--- src/rtl/seven_seg_scan_ctrl_if.sv ---
// Load port of the seven-segment scan controller.
// Value, masks and zero-suppress flag travel with a valid/ready pair.
interface seven_seg_scan_ctrl_if #(
   parameter int NUM_DIGITS = 8
);
   logic                    load_valid;
   logic                    load_ready;
   logic [4*NUM_DIGITS-1:0] value;
   logic [NUM_DIGITS-1:0]   dp_mask;
   logic [NUM_DIGITS-1:0]   blank_mask;
   logic                    lz_suppress;

   modport master (
      output load_valid,
      output value,
      output dp_mask,
      output blank_mask,
      output lz_suppress,
      input  load_ready
   );

   modport slave (
      input  load_valid,
      input  value,
      input  dp_mask,
      input  blank_mask,
      input  lz_suppress,
      output load_ready
   );
endinterface

--- src/rtl/seven_seg_scan_ctrl.sv ---
// Multiplexed scan controller for a common-anode 7-segment display.
// Loads are double-buffered and only reach the display at frame ends.
module seven_seg_scan_ctrl #(
   parameter int NUM_DIGITS   = 8,
   parameter int DIGIT_CYCLES = 100000,
   parameter int GUARD_CYCLES = 2000
) (
   input  logic                  clk,
   input  logic                  rst_n,
   input  logic                  en,
   seven_seg_scan_ctrl_if.slave  ld,
   output logic [3:0]            digit_num,
   output logic                  digit_dp,
   output logic [NUM_DIGITS-1:0] anode,
   output logic                  frame_done
);
   localparam int IW = (NUM_DIGITS > 1) ? $clog2(NUM_DIGITS) : 1;
   localparam int CW = $clog2(DIGIT_CYCLES);
   localparam int VW = 4 * NUM_DIGITS;
   localparam logic [IW-1:0] LAST_IDX = IW'(NUM_DIGITS - 1);
   localparam logic [CW-1:0] LAST_CNT = CW'(DIGIT_CYCLES - 1);
   localparam logic [CW-1:0] GUARD    = CW'(GUARD_CYCLES);

   logic [VW-1:0]         pend_val_q, pend_val_d;
   logic [NUM_DIGITS-1:0] pend_dp_q, pend_dp_d;
   logic [NUM_DIGITS-1:0] pend_blank_q, pend_blank_d;
   logic                  pend_lz_q, pend_lz_d;
   logic                  pend_full_q, pend_full_d;
   logic [VW-1:0]         act_val_q, act_val_d;
   logic [NUM_DIGITS-1:0] act_dp_q, act_dp_d;
   logic [NUM_DIGITS-1:0] act_blank_q, act_blank_d;
   logic                  act_lz_q, act_lz_d;
   logic [IW-1:0]         idx_q, idx_d;
   logic [CW-1:0]         cnt_q, cnt_d;
   logic                  run_q, run_d;
   logic [NUM_DIGITS-1:0] anode_q, anode_d;
   logic [3:0]            num_q, num_d;
   logic                  dp_q, dp_d;
   logic                  fd_q, fd_d;

   logic take;
   logic commit;
   logic dark;
   int   msd;

   always_comb begin
      pend_val_d   = pend_val_q;
      pend_dp_d    = pend_dp_q;
      pend_blank_d = pend_blank_q;
      pend_lz_d    = pend_lz_q;
      pend_full_d  = pend_full_q;
      act_val_d    = act_val_q;
      act_dp_d     = act_dp_q;
      act_blank_d  = act_blank_q;
      act_lz_d     = act_lz_q;
      idx_d        = idx_q;
      cnt_d        = cnt_q;
      run_d        = run_q;
      anode_d      = '1;
      num_d        = 4'h0;
      dp_d         = 1'b0;
      fd_d         = 1'b0;
      msd          = 0;
      dark         = 1'b0;

      take   = ld.load_valid && !pend_full_q;
      commit = pend_full_q && (fd_q || !en);

      if (take) begin
         pend_val_d   = ld.value;
         pend_dp_d    = ld.dp_mask;
         pend_blank_d = ld.blank_mask;
         pend_lz_d    = ld.lz_suppress;
         pend_full_d  = 1'b1;
      end
      if (commit) begin
         act_val_d   = pend_val_q;
         act_dp_d    = pend_dp_q;
         act_blank_d = pend_blank_q;
         act_lz_d    = pend_lz_q;
         pend_full_d = 1'b0;
      end

      // First enabled cycle after a park always lands on slot 0, guard first
      if (!en) begin
         run_d = 1'b0;
         idx_d = '0;
         cnt_d = '0;
      end else if (!run_q) begin
         run_d = 1'b1;
         idx_d = '0;
         cnt_d = '0;
      end else if (cnt_q == LAST_CNT) begin
         cnt_d = '0;
         idx_d = (idx_q == LAST_IDX) ? '0 : idx_q + IW'(1);
      end else begin
         cnt_d = cnt_q + CW'(1);
      end

      for (int i = 0; i < NUM_DIGITS; i++) begin
         if (act_val_d[4*i +: 4] != 4'h0) msd = i;
      end
      dark = act_blank_d[idx_d] ||
             (act_lz_d && (int'(idx_d) > msd));

      // Outputs follow the next position and next active value
      if (en) begin
         if (!dark) begin
            num_d = act_val_d[4*idx_d +: 4];
            dp_d  = act_dp_d[idx_d];
            if (cnt_d >= GUARD)
               anode_d = ~(NUM_DIGITS'(1) << idx_d);
         end
         fd_d = (idx_d == LAST_IDX) && (cnt_d == LAST_CNT);
      end
   end

   always_ff @(posedge clk or negedge rst_n) begin
      if (!rst_n) begin
         pend_val_q   <= '0;
         pend_dp_q    <= '0;
         pend_blank_q <= '0;
         pend_lz_q    <= 1'b0;
         pend_full_q  <= 1'b0;
         act_val_q    <= '0;
         act_dp_q     <= '0;
         act_blank_q  <= '0;
         act_lz_q     <= 1'b0;
         idx_q        <= '0;
         cnt_q        <= '0;
         run_q        <= 1'b0;
         anode_q      <= '1;
         num_q        <= 4'h0;
         dp_q         <= 1'b0;
         fd_q         <= 1'b0;
      end else begin
         pend_val_q   <= pend_val_d;
         pend_dp_q    <= pend_dp_d;
         pend_blank_q <= pend_blank_d;
         pend_lz_q    <= pend_lz_d;
         pend_full_q  <= pend_full_d;
         act_val_q    <= act_val_d;
         act_dp_q     <= act_dp_d;
         act_blank_q  <= act_blank_d;
         act_lz_q     <= act_lz_d;
         idx_q        <= idx_d;
         cnt_q        <= cnt_d;
         run_q        <= run_d;
         anode_q      <= anode_d;
         num_q        <= num_d;
         dp_q         <= dp_d;
         fd_q         <= fd_d;
      end
   end

   assign ld.load_ready = !pend_full_q;
   assign anode         = anode_q;
   assign digit_num     = num_q;
   assign digit_dp      = dp_q;
   assign frame_done    = fd_q;
endmodule

--- src/flat_wrapper.sv ---
// flat-port wrapper written by rule: the top's interface ports become plain ports
module seven_seg_scan_ctrl_flat 
#(
   parameter int NUM_DIGITS   = 8,
   parameter int DIGIT_CYCLES = 100000,
   parameter int GUARD_CYCLES = 2000
)
  (clk, rst_n, en, digit_num, digit_dp, anode, frame_done, ld_load_valid, ld_value, ld_dp_mask, ld_blank_mask, ld_lz_suppress, ld_load_ready);
  seven_seg_scan_ctrl_if #(.NUM_DIGITS(NUM_DIGITS)) ld_i ();
  input  logic clk;
  input  logic rst_n;
  input  logic en;
  output logic [3:0] digit_num;
  output logic digit_dp;
  output logic [NUM_DIGITS-1:0] anode;
  output logic frame_done;
  input wire logic [$bits(ld_i.load_valid)-1:0] ld_load_valid;
  input wire logic [$bits(ld_i.value)-1:0] ld_value;
  input wire logic [$bits(ld_i.dp_mask)-1:0] ld_dp_mask;
  input wire logic [$bits(ld_i.blank_mask)-1:0] ld_blank_mask;
  input wire logic [$bits(ld_i.lz_suppress)-1:0] ld_lz_suppress;
  output wire logic [$bits(ld_i.load_ready)-1:0] ld_load_ready;
  assign ld_i.load_valid = ld_load_valid;
  assign ld_i.value = ld_value;
  assign ld_i.dp_mask = ld_dp_mask;
  assign ld_i.blank_mask = ld_blank_mask;
  assign ld_i.lz_suppress = ld_lz_suppress;
  assign ld_load_ready = ld_i.load_ready;
  seven_seg_scan_ctrl #(.NUM_DIGITS(NUM_DIGITS), .DIGIT_CYCLES(DIGIT_CYCLES), .GUARD_CYCLES(GUARD_CYCLES)) u_core (.clk(clk), .rst_n(rst_n), .en(en), .ld(ld_i), .digit_num(digit_num), .digit_dp(digit_dp), .anode(anode), .frame_done(frame_done));
endmodule
--- config.mk ---
export PLATFORM = sky130hd
export DESIGN_NAME = seven_seg_scan_ctrl_flat
export DESIGN_NICKNAME = d
export VERILOG_FILES = /design/src/rtl/seven_seg_scan_ctrl_if.sv /design/src/rtl/seven_seg_scan_ctrl.sv /design/src/flat_wrapper.sv
export SDC_FILE = /design/constraint.sdc
export NUM_CORES = 1
export LEC_CHECK = 0
export CAP_MARGIN = 5
export CORE_MARGIN = 8
export CORE_UTILIZATION = 51
export DETAILED_ROUTE_END_ITERATION = 12
export PLACE_DENSITY = 0.76
export SYNTH_ARGS = -nofsm -noshare
export SYNTH_HDL_FRONTEND = slang
export SYNTH_SLANG_ARGS = --single-unit
export TNS_END_PERCENT = 5
--- constraint.sdc ---
create_clock -name clk -period 3.4 [get_ports clk]
set_clock_uncertainty 0.15 [all_clocks]
set_input_delay 0.34 -clock clk [delete_from_list [all_inputs] [get_ports clk]]
set_output_delay 0.34 -clock clk [all_outputs]
set_load 0.05 [all_outputs]
-- Yosys cells after proc, flatten, opt, wreduce, memory -nomap -nowiden
Cells that the tools add are included.
Widths: inputs -> output; s select.
- logic and storage cells: 77
- output and inout bits: 15
- input port bits: 53
- bits in registers: 134
- order comparisons: 3
- $add $sub $neg: 2
- reduce and logical (&&, ||, !) cells: 16
- shifts and indexed selects: 2
- bitwise gates (word level): 1
- equal/unequal tests: 4
- multiplexer cells: 33
- operators by type and width (kind ; number):
    $mux 17 ; 3
    $mux 8 ; 5
    $eq 17x17->1 const B ; 2
    $mux 32 ; 1
    $shiftx 32x6->4 ; 1
    $reduce_bool 4->1 ; 7
    $mux 3 ; 8
    $add 17x1->17 const B ; 1
    $ge 17x11->1 const B ; 1
    $mux 1 ; 10
    $mux 4 ; 2
    $not 8->8 ; 1
    $shl 1x3->8 const A ; 1
    $bmux 1 s3 ; 2
    $eq 3x3->1 const B ; 2
    $logic_and 1x1->1 ; 4
    $lt 3x4->1 const B ; 1
    $mux 2 ; 2
    $add 3x1->3 const B ; 1
    $gt 3x3->1 ; 1
    $logic_not 1->1 ; 2
    $logic_or 1x1->1 ; 2
    $reduce_bool 2->1 ; 1

-- Logic depth before layout (Yosys ltp)
Gate-level depths: netlist (run 1).
- word-level depth: 17
- gate-level depth with buffers: 17
- gate-level depth less buffers: 14

-- Worst setup path before layout (run 1)
OpenSTA, ideal clock, no wires.
- kind: register to register
- start: register u_core.fd_q, in the netlist u_core.frame_done
- end: register u_core.anode_q[3], in the netlist u_core.anode[3]
- clock period less this slack: 3.940 ns
- arrival time: 3.696 ns
- library setup time: 0.094 ns
- cell stages (with the launch flop): 14
- path buffers: 1
- data required time: 3.156 ns
- setup slack: -0.540 ns
- cells stage by stage: dfrtp_1 nand2b_1 and2_1 clkbuf_1 mux2_2 or4_1 nand2b_1 a21oi_1 ha_1 nor2b_1 o21a_1 o211ai_1 o2111ai_1 or4_1
- elaborated cells between the ends (all ways): 26
- those cells by class: 1 x order compare; 14 x mux; 11 x reduce/logical
- RTL lines (item ; line ; RTL):
    from (decl) ; seven_seg_scan_ctrl.sv:39 ; logic fd_q, fd_d;
    from (signal assigned) ; seven_seg_scan_ctrl.sv:135 ; fd_q <= 1'b0;
    from (signal assigned) ; seven_seg_scan_ctrl.sv:152 ; fd_q <= fd_d;
    $logic_or 1x1->1 ; seven_seg_scan_ctrl.sv:67 ; commit = pend_full_q && (fd_q || !en);
    $logic_and 1x1->1 ; seven_seg_scan_ctrl.sv:67 ;
    $mux 32 ; seven_seg_scan_ctrl.sv:76 ; if (commit) begin
    named net u_core.act_val_d[13] ; seven_seg_scan_ctrl.sv:29 ; logic [VW-1:0] act_val_q, act_val_d;
    $reduce_bool 4->1 ; seven_seg_scan_ctrl.sv:101 ; if (act_val_d[4*i +: 4] != 4'h0) msd = i;
    $mux 2 ; seven_seg_scan_ctrl.sv:101 ;
    $mux 3 (4 in series) ; seven_seg_scan_ctrl.sv:101 ;
    $gt 3x3->1 ; seven_seg_scan_ctrl.sv:104 ; (act_lz_d && (int'(idx_d) > msd));
    $logic_and 1x1->1 ; seven_seg_scan_ctrl.sv:104 ;
    $logic_or 1x1->1 ; seven_seg_scan_ctrl.sv:103 ; dark = act_blank_d[idx_d] ||
    $mux 8 ; seven_seg_scan_ctrl.sv:108 ; if (!dark) begin
    $mux 8 ; seven_seg_scan_ctrl.sv:107 ; if (en) begin
    named net u_core.anode_d[3] ; seven_seg_scan_ctrl.sv:36 ; logic [NUM_DIGITS-1:0] anode_q, anode_d;
    to (signal assigned) ; seven_seg_scan_ctrl.sv:149 ; anode_q <= anode_d;
    to (decl) ; seven_seg_scan_ctrl.sv:36 ;
The timed path passes the listed nets, and every way through them passes these cells. The select of a mux whose other input is x is not followed.
A chain may end at the register's enable or synchronous reset.

-- Worst setup path after layout (run 1)
- start: register u_core.fd_q, in the netlist u_core.frame_done
- end: register u_core.num_q[3], in the netlist u_core.digit_num[3]
- elaborated cells between the ends (all ways): 27
- those cells by class: 1 x order compare; 1 x shift; 14 x mux; 11 x reduce/logical
- RTL lines (item ; line ; RTL):
    $logic_or 1x1->1 (*) ; seven_seg_scan_ctrl.sv:67 ;
    $logic_and 1x1->1 (*) ; seven_seg_scan_ctrl.sv:67 ;
    $mux 32 (*) ; seven_seg_scan_ctrl.sv:76 ;
    named net u_core.act_val_d[15] ; seven_seg_scan_ctrl.sv:29 ;
    $reduce_bool 4->1 ; seven_seg_scan_ctrl.sv:101 ;
    $mux 2 ; seven_seg_scan_ctrl.sv:101 ;
    $mux 3 (4 in series) ; seven_seg_scan_ctrl.sv:101 ;
    $gt 3x3->1 ; seven_seg_scan_ctrl.sv:104 ;
    $logic_and 1x1->1 ; seven_seg_scan_ctrl.sv:104 ;
    $logic_or 1x1->1 ; seven_seg_scan_ctrl.sv:103 ;
    $mux 4 (*) ; seven_seg_scan_ctrl.sv:108 ;
    $mux 4 (*) ; seven_seg_scan_ctrl.sv:107 ;
    named net u_core.num_d[3] ; seven_seg_scan_ctrl.sv:37 ; logic [3:0] num_q, num_d;
    to (signal assigned) ; seven_seg_scan_ctrl.sv:150 ; num_q <= num_d;
    to (decl) ; seven_seg_scan_ctrl.sv:37 ;
The timed path passes the listed nets; every way through them passes the cells marked *. The select of a mux whose other input is x is not followed.

==> results of run 1 <==
flip-flops by register name, summed over array words and instances (netlist names):
name / cells
u_core.act_blank_q: 8
u_core.act_dp_q: 8
u_core.act_lz_q: 1
u_core.act_val_q: 32
u_core.anode: 8
u_core.cnt_q: 17
u_core.digit_dp: 1
u_core.digit_num: 4
u_core.frame_done: 1
u_core.idx_q: 3
u_core.pend_blank_q: 8
u_core.pend_dp_q: 8
u_core.pend_full_q: 1
u_core.pend_lz_q: 1
u_core.pend_val_q: 32
u_core.run_q: 1
cell type report:
class	count	area [um2]
clock buffer	19	443
clock inverter	13	173
fill	853	3700
inverter	27	101
multi-input combinational	357	2690
sequential	134	3360
tap	147	184
timing repair buffer	133	1200
how the worst max path moves through the flow:
stage	end	slack, ns	cells after the start
detailed placement	u_core.anode[3]	-0.74	13
finish	u_core.digit_num[3]	-0.15	15
floorplan	u_core.anode[3]	-0.27	13
global route	u_core.digit_num[2]	-0.22	15
CTS	u_core.digit_num[3]	-0.09	15
global placement	u_core.anode[3]	-0.70	13
logic make-up (layout without fill, tap and decap cells):
group	Yosys count	in the layout	synth area share, %
buffers and inverters	53	192	3.61
AO/OA/AOI/OAI	64	64	7.67
AND/OR/NAND/NOR	187	187	15.1
adder cells (fa/ha/maj)	6	6	1.22
multiplexers	87	87	15.7
XOR/XNOR	13	13	1.86
flip-flops	134	134	54.8
placed cells by master (no fill, tap or decap), drive strengths merged, types with 2 or more instances in the layout:
cell           Yosys  routed
dfrtp            126     126
nand2             92      92
buf               10      66
clkdlybuf4s50      0      65
mux2              62      62
inv               27      30
nor2              25      25
mux2i             25      25
o211ai            23      23
clkbuf            16      19
nand3             17      17
a21oi             14      14
nand4             11      11
xnor2              8       8
dfstp              8       8
nor4               7       7
o21a               6       6
ha                 6       6
clkinv             0       6
xor2               5       5
nor3               5       5
and4               5       5
nand2b             5       5
or4                5       5
nor2b              4       4
a21o               3       3
or3                3       3
o21ai              3       3
bufinv             0       3
or2                2       2
a31oi              2       2
nor4b              2       2
a2111oi            2       2
through the flow:
step / utilization, % / power (mW)
2_1_floorplan: - / 2.76
3_3_place_gp: 62.2 / 3.27
3_5_place_dp: 62.2 / 3.34
4_1_cts: 68.0 / 5.29
5_1_grt: 68.8 / 5.56
6_report: 68.8 / 5.31
layer usage:
layer  vias to the layer above  wire length (um)
met2                       125              7310
met1                      2266              6100
met4                         0               221
met3                        19               803
li1                       2161                 -
met5                         -                 0
power breakdown:
group | internal, mW | switching [mW]
Sequential | 1.98 | 0.189
Combinational | 0.673 | 0.572
Clock | 1.18 | 0.707
timing repair:
item | 4_1_cts | 5_1_grt
hold buffers | 1 | 0
setup endpoints to repair | 12 | 13
setup buffers | 1 | 1
gates cloned | 0 | 0
endpoints found under the hold margin | 59 | 0
resized for setup | 13 | 17
pin swaps | 5 | 8
worst max-delay path, delay by kind of cell, from the launching register on:
kind / cells / cell delay (ns)
AO/OA/AOI/OAI: 5 / 0.90
multiplexers: 1 / 0.31
AND/OR/NAND/NOR: 6 / 1.13
adder cells (fa/ha/maj): 1 / 0.24
buffers and inverters: 2 / 0.34
flip-flops: 1 / 0.40
==> results.json, run 1 <==
{
  "syn_to_final_growth_pct": 33.0,
  "grt_antenna_before_repair": 0,
  "r2r-start": "u_core.frame_done",
  "clkTransAtPathRegs_ns": 0.06,
  "core.rowCount": 40,
  "synth-warning-count": 0,
  "ys_ff_latch": 134,
  "nets": 729,
  "grt_use_met2_pct": 31.6,
  "fin_area_mm2": 0.00816,
  "timing.setup.tns_ns": -1.07,
  "power.leakage_nw": 3.64,
  "worstSkewPairLatency_ns": 0.42,
  "rsz0062_at_grt": "true",
  "cap_viol_max_count": 0,
  "synth_area_leader_cell": "dfrtp_1",
  "syn_area_mm2": 0.00613,
  "cp.required_ns": 3.60,
  "rr_worst_depth": 15,
  "fmax_mhz": 281,
  "worstHoldPathCells": 2,
  "grt_pass1_wl_um": 23800,
  "r2r-end": "u_core.digit_num[3]",
  "cts_sinks": 134,
  "cp-start-kind": "register",
  "syn_area_per_cell_um2": 11.3,
  "cp-startpoint": "u_core.frame_done",
  "synthTopCellsByCount": "dfrtp_1 (126), nand2_1 (91), mux2_2 (62), inv_1 (27), nor2_1 (25)",
  "ant_nets": 0,
  "synthFlopType": "dfrtp_1",
  "cts_made_buffers": 17,
  "cpPeakStageDelay_ns": 0.53,
  "synthCells": 544,
  "start_util_pct": 51.7,
  "synthArstFlopShare_pct": 100,
  "slew_headroom_pct": 41.7,
  "ys_top_cells_by_area": "dfrtp_1 (51%), mux2_2 (11%), nand2_1 (5.6%)",
  "synth.top_cell.area_share_pct": 51.4,
  "hold_end": "u_core.run_q",
  "port-buffer-count": 67,
  "grt_pass1_vias": 4803,
  "reg2reg_slack_ns": -0.15,
  "hold_violations": 0,
  "worst_pin_slew_ns": 0.875,
  "placed_cells": 795,
  "status": "complete, but fails checks",
  "worstPathArrival_ns": 3.75,
  "grt_max_degree": 72,
  "placed_area_mm2": 0.00738,
  "ios": 68,
  "preCtsSetupSlack_ns": -0.738,
  "slew_violations": 0,
  "synth.most_common_cell": "dfrtp_1",
  "via_per_inst": 5.51,
  "htree_levels": 4,
  "worstSetupPathType": "reg -> reg",
  "slowest_stage": "or4_4",
  "whs_ns": 0.182,
  "worstHoldStart": "en",
  "ir_worst_vdd_v": 0.000401,
  "powerDensity_mw_per_mm2": 651,
  "hold_path_class": "in -> reg",
  "track_usage_pct": 19.0,
  "clockRootBuffer": "clkbuf_16",
  "cts.path.max_buffers": 2,
  "layout-drive-gt1-share_pct": 29.0,
  "drcViolationCount": 0,
  "vias": 4571,
  "drt_iter0_markers": 460,
  "path_cells": "nand2b_4 -> nand2_8 -> mux2_4 -> or4_4 -> nand2b_4 -> a21oi_2 -> ha_1 -> nor2b_1 -> o21a_1 -> o211ai_1 -> buf_4 -> nand2_2 -> o22ai_2 -> buf_6 -> o21a_1",
  "antenna_cells": 0,
  "dp_hpwl_um": 10300,
  "wl_um": 14400,
  "synth_edf_count": 0,
  "place_congestion": 0.886,
  "ys_types": 58,
  "period_minus_slack_ns": 3.55,
  "post-route-period-util_pct": 105,
  "overflow": 0,
  "grt_use_met1_pct": 23.1,
  "die_x_um": 126,
  "met3_usage_pct": 4.94,
  "crit_path_max_fanout": 6,
  "worst_slack_ns": -0.153,
  "final_cells": 830,
  "syn_nets": 603,
  "drt_first_pass_iters": 4,
  "cts_tree": "done",
  "dieHeight_um": 126,
  "finalSetupViolations": 10,
  "grt-busiest-layer": "met2",
  "ys_seq_area_share_pct": 54.8,
  "die-area_mm2": 0.0158,
  "routedWlPerCell_um": 17.4,
  "crit_path_end_kind": "register",
  "core-area_mm2": 0.0119,
  "violations": "setup timing"
}
Note: power is estimated with default switching activity, not from simulation.
==> run 2, diff against run 1 <==
==> constraint.sdc (replaced) <==
create_clock -name clk -period 3.4 [get_ports clk]
set_clock_uncertainty 0.15 [all_clocks]
set_input_delay 0.68 -clock clk [delete_from_list [all_inputs] [get_ports clk]]
set_output_delay 0.68 -clock clk [all_outputs]
set_load 0.05 [all_outputs]
==> run 2 against run 1 <==
Compared with the run above: the flow still finishes with violations (setup timing); register-to-register slack better by 0.11 ns; via count up 0.22%; wire length is 2.0% higher; setup slack better by 0.11 ns; clock power decreased by 14%; critical path type unchanged; global-route usage up 0.58 points; final cell count shrank 0.36%; sequential power about the same; power fell by 5.3%.
==> results.json, run 2 (synthesized netlist as in run 1, its figures left out) <==
{
  "status": "complete, but fails checks",
  "core-area_mm2": 0.0119,
  "clkTransAtPathRegs_ns": 0.06,
  "layout-drive-gt1-share_pct": 28.2,
  "cts.path.max_buffers": 2,
  "powerDensity_mw_per_mm2": 629,
  "vias": 4581,
  "rr_worst_depth": 16,
  "drt_first_pass_iters": 4,
  "port-buffer-count": 67,
  "fmax_mhz": 290,
  "cts_tree": "done",
  "post-route-period-util_pct": 101,
  "grt_pass1_wl_um": 24500,
  "clockRootBuffer": "clkbuf_16",
  "worst_slack_ns": -0.0424,
  "whs_ns": 0.108,
  "drt_iter0_markers": 329,
  "finalSetupViolations": 12,
  "overflow": 0,
  "rsz0062_at_grt": "true",
  "layout_common_cells": "dfrtp_1 (126), nand2_1 (90), clkdlybuf4s50_1 (65)",
  "htree_levels": 4,
  "violations": "setup timing",
  "ant_nets": 0,
  "final_cells": 827,
  "cts_made_buffers": 17,
  "cp-start-kind": "register",
  "crit_path_frequent_cell": "buf_4",
  "nets": 728,
  "die_x_um": 126,
  "via_per_inst": 5.54,
  "hold_path_class": "in -> async",
  "cpPeakStageDelay_ns": 0.38,
  "final_common_cell": "dfrtp_1",
  "syn_to_final_growth_pct": 30.3,
  "worstPathArrival_ns": 3.62,
  "drcViolationCount": 0,
  "grt_pass1_vias": 4986,
  "crit_path_max_fanout": 6,
  "cp.required_ns": 3.58,
  "cts_sinks": 134,
  "period_minus_slack_ns": 3.44,
  "power.leakage_nw": 3.58,
  "track_usage_pct": 19.6,
  "path_cells": "nand2b_4 -> and2_4 -> buf_4 -> nand2_1 -> nand2_1 -> nor4_4 -> buf_4 -> nand2b_1 -> a21oi_2 -> ha_1 -> nor2b_1 -> o21a_1 -> o211ai_1 -> o2111ai_2 -> buf_4 -> or3_1",
  "antenna_cells": 0,
  "grt_max_degree": 64,
  "slew_headroom_pct": 61.5,
  "crit_path_end_kind": "register",
  "ios": 68,
  "wl_um": 14700,
  "worstSetupPathType": "reg -> reg",
  "slew_violations": 0,
  "preCtsSetupSlack_ns": -1.02,
  "r2r-end": "u_core.anode[6]",
  "dp_hpwl_um": 10300,
  "hold_violations": 0,
  "cap_viol_max_count": 0,
  "start_util_pct": 51.7,
  "placed_cells": 795,
  "grt_antenna_before_repair": 0,
  "hold_buffers": 0,
  "reg2reg_slack_ns": -0.04,
  "routedWlPerCell_um": 17.8,
  "core.rowCount": 40,
  "place_congestion": 0.864,
  "die-area_mm2": 0.0158,
  "ir_worst_vdd_v": 0.000454,
  "dieHeight_um": 126,
  "top_regs": "u_core.act_val_q: 32 flops, u_core.pend_val_q: 32 flops, u_core.cnt_q: 17 flops",
  "worstSkewPairLatency_ns": 0.42,
  "timing.setup.tns_ns": -0.296,
  "r2r-start": "u_core.frame_done",
  "slowest_stage": "dfrtp_1",
  "worst_pin_slew_ns": 0.578
}
[run 2: cell types whose count changed in the layout (fill, tap and decap cells not counted), sizes merged]
cell	before	now
inv	30	27
bufinv	3	1
clkinvlp	1	3
buf	66	67
clkinv	6	7
dlygate4sd3	1	0
dlymetal6s2s	1	0
[run 2: worst max-delay path by stage]
stage | endpoint | slack, ns | start | cells after the start
2_1_floorplan | u_core.anode[3] | -0.44 | en | 14
3_3_place_gp | u_core.anode[3] | -1.01 | en | 16
3_5_place_dp | u_core.anode[3] | -1.02 | en | 16
4_1_cts | u_core.anode[6] | -0.01 | u_core.frame_done | 13
5_1_grt | u_core.digit_num[1] | -0.21 | u_core.frame_done | 18
6_report | u_core.anode[6] | -0.04 | u_core.frame_done | 16
[run 2: routing by layer]
| layer | GRT usage (%) | vias up | wire length (um) |
|---|---|---|---|
| met5 | 0 | - | 0 |
| met4 | 9.10 | 0 | 225 |
| li1 | - | 2156 | - |
| met1 | 23.5 | 2293 | 6160 |
| met2 | 32.7 | 113 | 7600 |
| met3 | 4.85 | 19 | 739 |
[run 2: area by class of cell]
| type | count | area, um2 |
|---|---|---|
| Timing Repair Buffer | 132 | 1170 |
| Sequential cell | 134 | 3360 |
| Multi-Input combinational cell | 357 | 2650 |
| Clock buffer | 19 | 433 |
| Fill cell | 881 | 3870 |
| Clock inverter | 11 | 87.6 |
| Tap cell | 147 | 184 |
| Inverter | 27 | 101 |
[run 2: what timing repair did]
item / CTS / global route
pin swaps: 8 / 6
resized for setup: 17 / 7
endpoints found under the setup margin: 13 / 13
buffers inserted: 2 / 0
[run 2: metrics by stage]
step                cell area (um2)  utilization (%)  power [mW]
finish                         7990             67.4        5.02
global route                   7990             67.4        5.27
CTS                            7960             67.1        5.03
detailed placement             7370             62.2        3.33
global placement               7370             62.2        3.28
floorplan                      6160                -        2.76
[run 2: critical path, delay by kind of cell, from the launching register on]
kind,cells,cell delay (ns)
adders and majority gates,1,0.24
DFF,1,0.38
buffers and inverters,3,0.50
and+or+nand+nor,8,1.38
AOI/OAI and AO/OA,4,0.69
[run 2: power breakdown]
part | internal, mW | switching [mW] | total (mW)
Clock | 0.983 | 0.645 | 1.63
Combinational | 0.654 | 0.583 | 1.24
Sequential | 1.98 | 0.176 | 2.16
==> run 3, diff against run 2 <==
CORE_UTILIZATION = 57   (was 51)
DONT_BUFFER_PORTS = 1   (was unset)
PLACE_DENSITY = 0.75   (was 0.76)
==> run 3 against run 2 <==
Compared with the run above: the flow finishes with violations (hold timing, setup timing); non-clock buffer count down 70; register-to-register slack worse by 0.03 ns; die area decreased by 9.2%; setup slack got worse by 0.026 ns; utilization up 2.4 points; critical endpoint is now u_core.anode[3].
==> results.json, run 3 (synthesized netlist as in run 1, its figures left out) <==
{
  "hold_path_class": "in -> async",
  "ios": 68,
  "status": "complete, but fails checks",
  "worstPathArrival_ns": 3.75,
  "dp_hpwl_um": 9620,
  "top_regs": "u_core.act_val_q: 32 flops, u_core.pend_val_q: 32 flops, u_core.cnt_q: 17 flops",
  "wl_um": 13900,
  "cts_made_buffers": 17,
  "antenna_cells": 0,
  "start_util_pct": 57.6,
  "grt_antenna_before_repair": 0,
  "track_usage_pct": 20.2,
  "vias": 4303,
  "crit_path_max_fanout": 5,
  "via_per_inst": 5.72,
  "grt_pass1_wl_um": 22700,
  "cpPeakStageDelay_ns": 0.54,
  "layout-drive-gt1-share_pct": 31.5,
  "slew_violations": 0,
  "cp.required_ns": 3.68,
  "worstSkewPairLatency_ns": 0.52,
  "violations": "hold timing, setup timing",
  "grt_max_degree": 135,
  "whs_ns": -0.297,
  "drt_iter0_markers": 363,
  "layout_common_cells": "dfrtp_1 (126), nand2_1 (90), mux2_2 (59)",
  "core-area_mm2": 0.0107,
  "cts_tree": "done",
  "cts.path.max_buffers": 2,
  "crit_family": "simple AND/OR/NAND/NOR gates",
  "total_power_mw": 5.21,
  "syn_to_final_growth_pct": 21.2,
  "final_common_cell": "dfrtp_1",
  "worst_pin_slew_ns": 0.718,
  "cp-start-kind": "register",
  "cap_viol_max_count": 0,
  "ant_nets": 0,
  "cts_sinks": 134,
  "final_cells": 752,
  "htree_levels": 4,
  "core.rowCount": 38,
  "die-area_mm2": 0.0143,
  "drcViolationCount": 0,
  "port-buffer-count": 0,
  "placed_cells": 717,
  "grt_pass1_vias": 4518,
  "period_minus_slack_ns": 3.47,
  "path_cells": "nand2b_4 -> nand2_4 -> mux2_4 -> or4_4 -> nand2b_4 -> a21oi_2 -> ha_1 -> nor2b_1 -> o21a_1 -> o211ai_1 -> buf_4 -> o2111ai_4 -> or4_4",
  "timing.setup.tns_ns": -0.143,
  "nFillCells": 766,
  "rsz0062_at_grt": "true",
  "dieHeight_um": 120,
  "clkTransAtPathRegs_ns": 0.06,
  "drt_first_pass_iters": 4,
  "multi_input_area_mm2": 0.00267,
  "cp_num_buf_inv": 1,
  "final_util_pct": 69.8,
  "hold_violations": 130,
  "overflow": 0,
  "powerDensity_mw_per_mm2": 701,
  "crit_path_end_kind": "register",
  "power.leakage_nw": 3.35,
  "post-route-period-util_pct": 102,
  "worstSetupPathType": "reg -> reg",
  "place_congestion": 0.871,
  "finalSetupViolations": 6,
  "slew_headroom_pct": 52.0,
  "nets": 658,
  "slowest_stage": "or4_4",
  "worst_slack_ns": -0.0679,
  "die_x_um": 120,
  "clockRootBuffer": "clkbuf_8",
  "routedWlPerCell_um": 18.5,
  "regArea_mm2": 0.00336,
  "fmax_mhz": 288,
  "preCtsSetupSlack_ns": -0.597,
  "ir_worst_vdd_v": 0.000745
}
[run 3: cell count changes in the layout (fill, tap and decap cells not counted), sizes merged]
cell / previous run / this run
inv: 27 / 31
buf: 67 / 62
clkinv: 7 / 2
bufinv: 1 / 4
clkdlybuf4s50: 65 / 0
[run 3: path summary, 6_finish.rpt]
| check | end | cells past startpoint | slack, ns | from |
|---|---|---|---|---|
| setup / recovery | u_core.anode[3] | 13 | -0.07 | u_core.frame_done |
| hold / removal | u_core.cnt_q[1] | 0 | -0.30 | rst_n |
| setup reg to reg | u_core.anode[3] | 13 | -0.07 | u_core.frame_done |
| hold reg to reg | u_core.act_dp_q[2] | 2 | 0.32 | u_core.act_dp_q[2] |
| max in group asynchronous | u_core.anode[2] | 0 | 3.07 | rst_n |
| min in group clk | u_core.run_q | 0 | 0.04 | en |
[run 3: per-stage QoR]
| step | hold slack, ns | cell area (um2) |
|---|---|---|
| 2_1_floorplan | 0.234 | 6160 |
| 3_3_place_gp | 0.240 | 6670 |
| 3_5_place_dp | 0.239 | 6670 |
| 4_1_cts | -0.318 | 7400 |
| 5_1_grt | -0.327 | 7430 |
| 6_report | -0.297 | 7430 |
[run 3: metal layers]
layer  vias up  GRT usage, %  wire length (um)  part of all wire [%]
met5         -             0                 0                     0
met4         0          8.20               310                   2.2
met3        20          6.34               854                   6.2
met2       128          33.6              7040                    51
met1      2132          23.9              5680                    41
li1       2023             -                 -                     -
[run 3: power by group]
group	internal (mW)	switching, mW	leakage (nW)
Combinational	0.583	0.512	1.43
Clock	1.22	0.693	0.296
Sequential	1.98	0.219	1.63
Total	3.79	1.42	3.35
[run 3: area by class of cell]
class                           instances  area share, %
Sequential cell                       134           45.3
Clock buffer                           19           5.81
Inverter                               27           1.36
Clock inverter                         13           2.63
Tap cell                              140           2.36
Multi-Input combinational cell        357           36.0
Timing Repair Buffer                   62           6.63
[run 3: timing repair]
action / in CTS / in global routing
endpoints found under the setup margin: 13 / 12
endpoints found under the hold margin: 134 / 134
resized for setup: 17 / 9
pin swaps: 8 / 3
setup buffers: 3 / 0
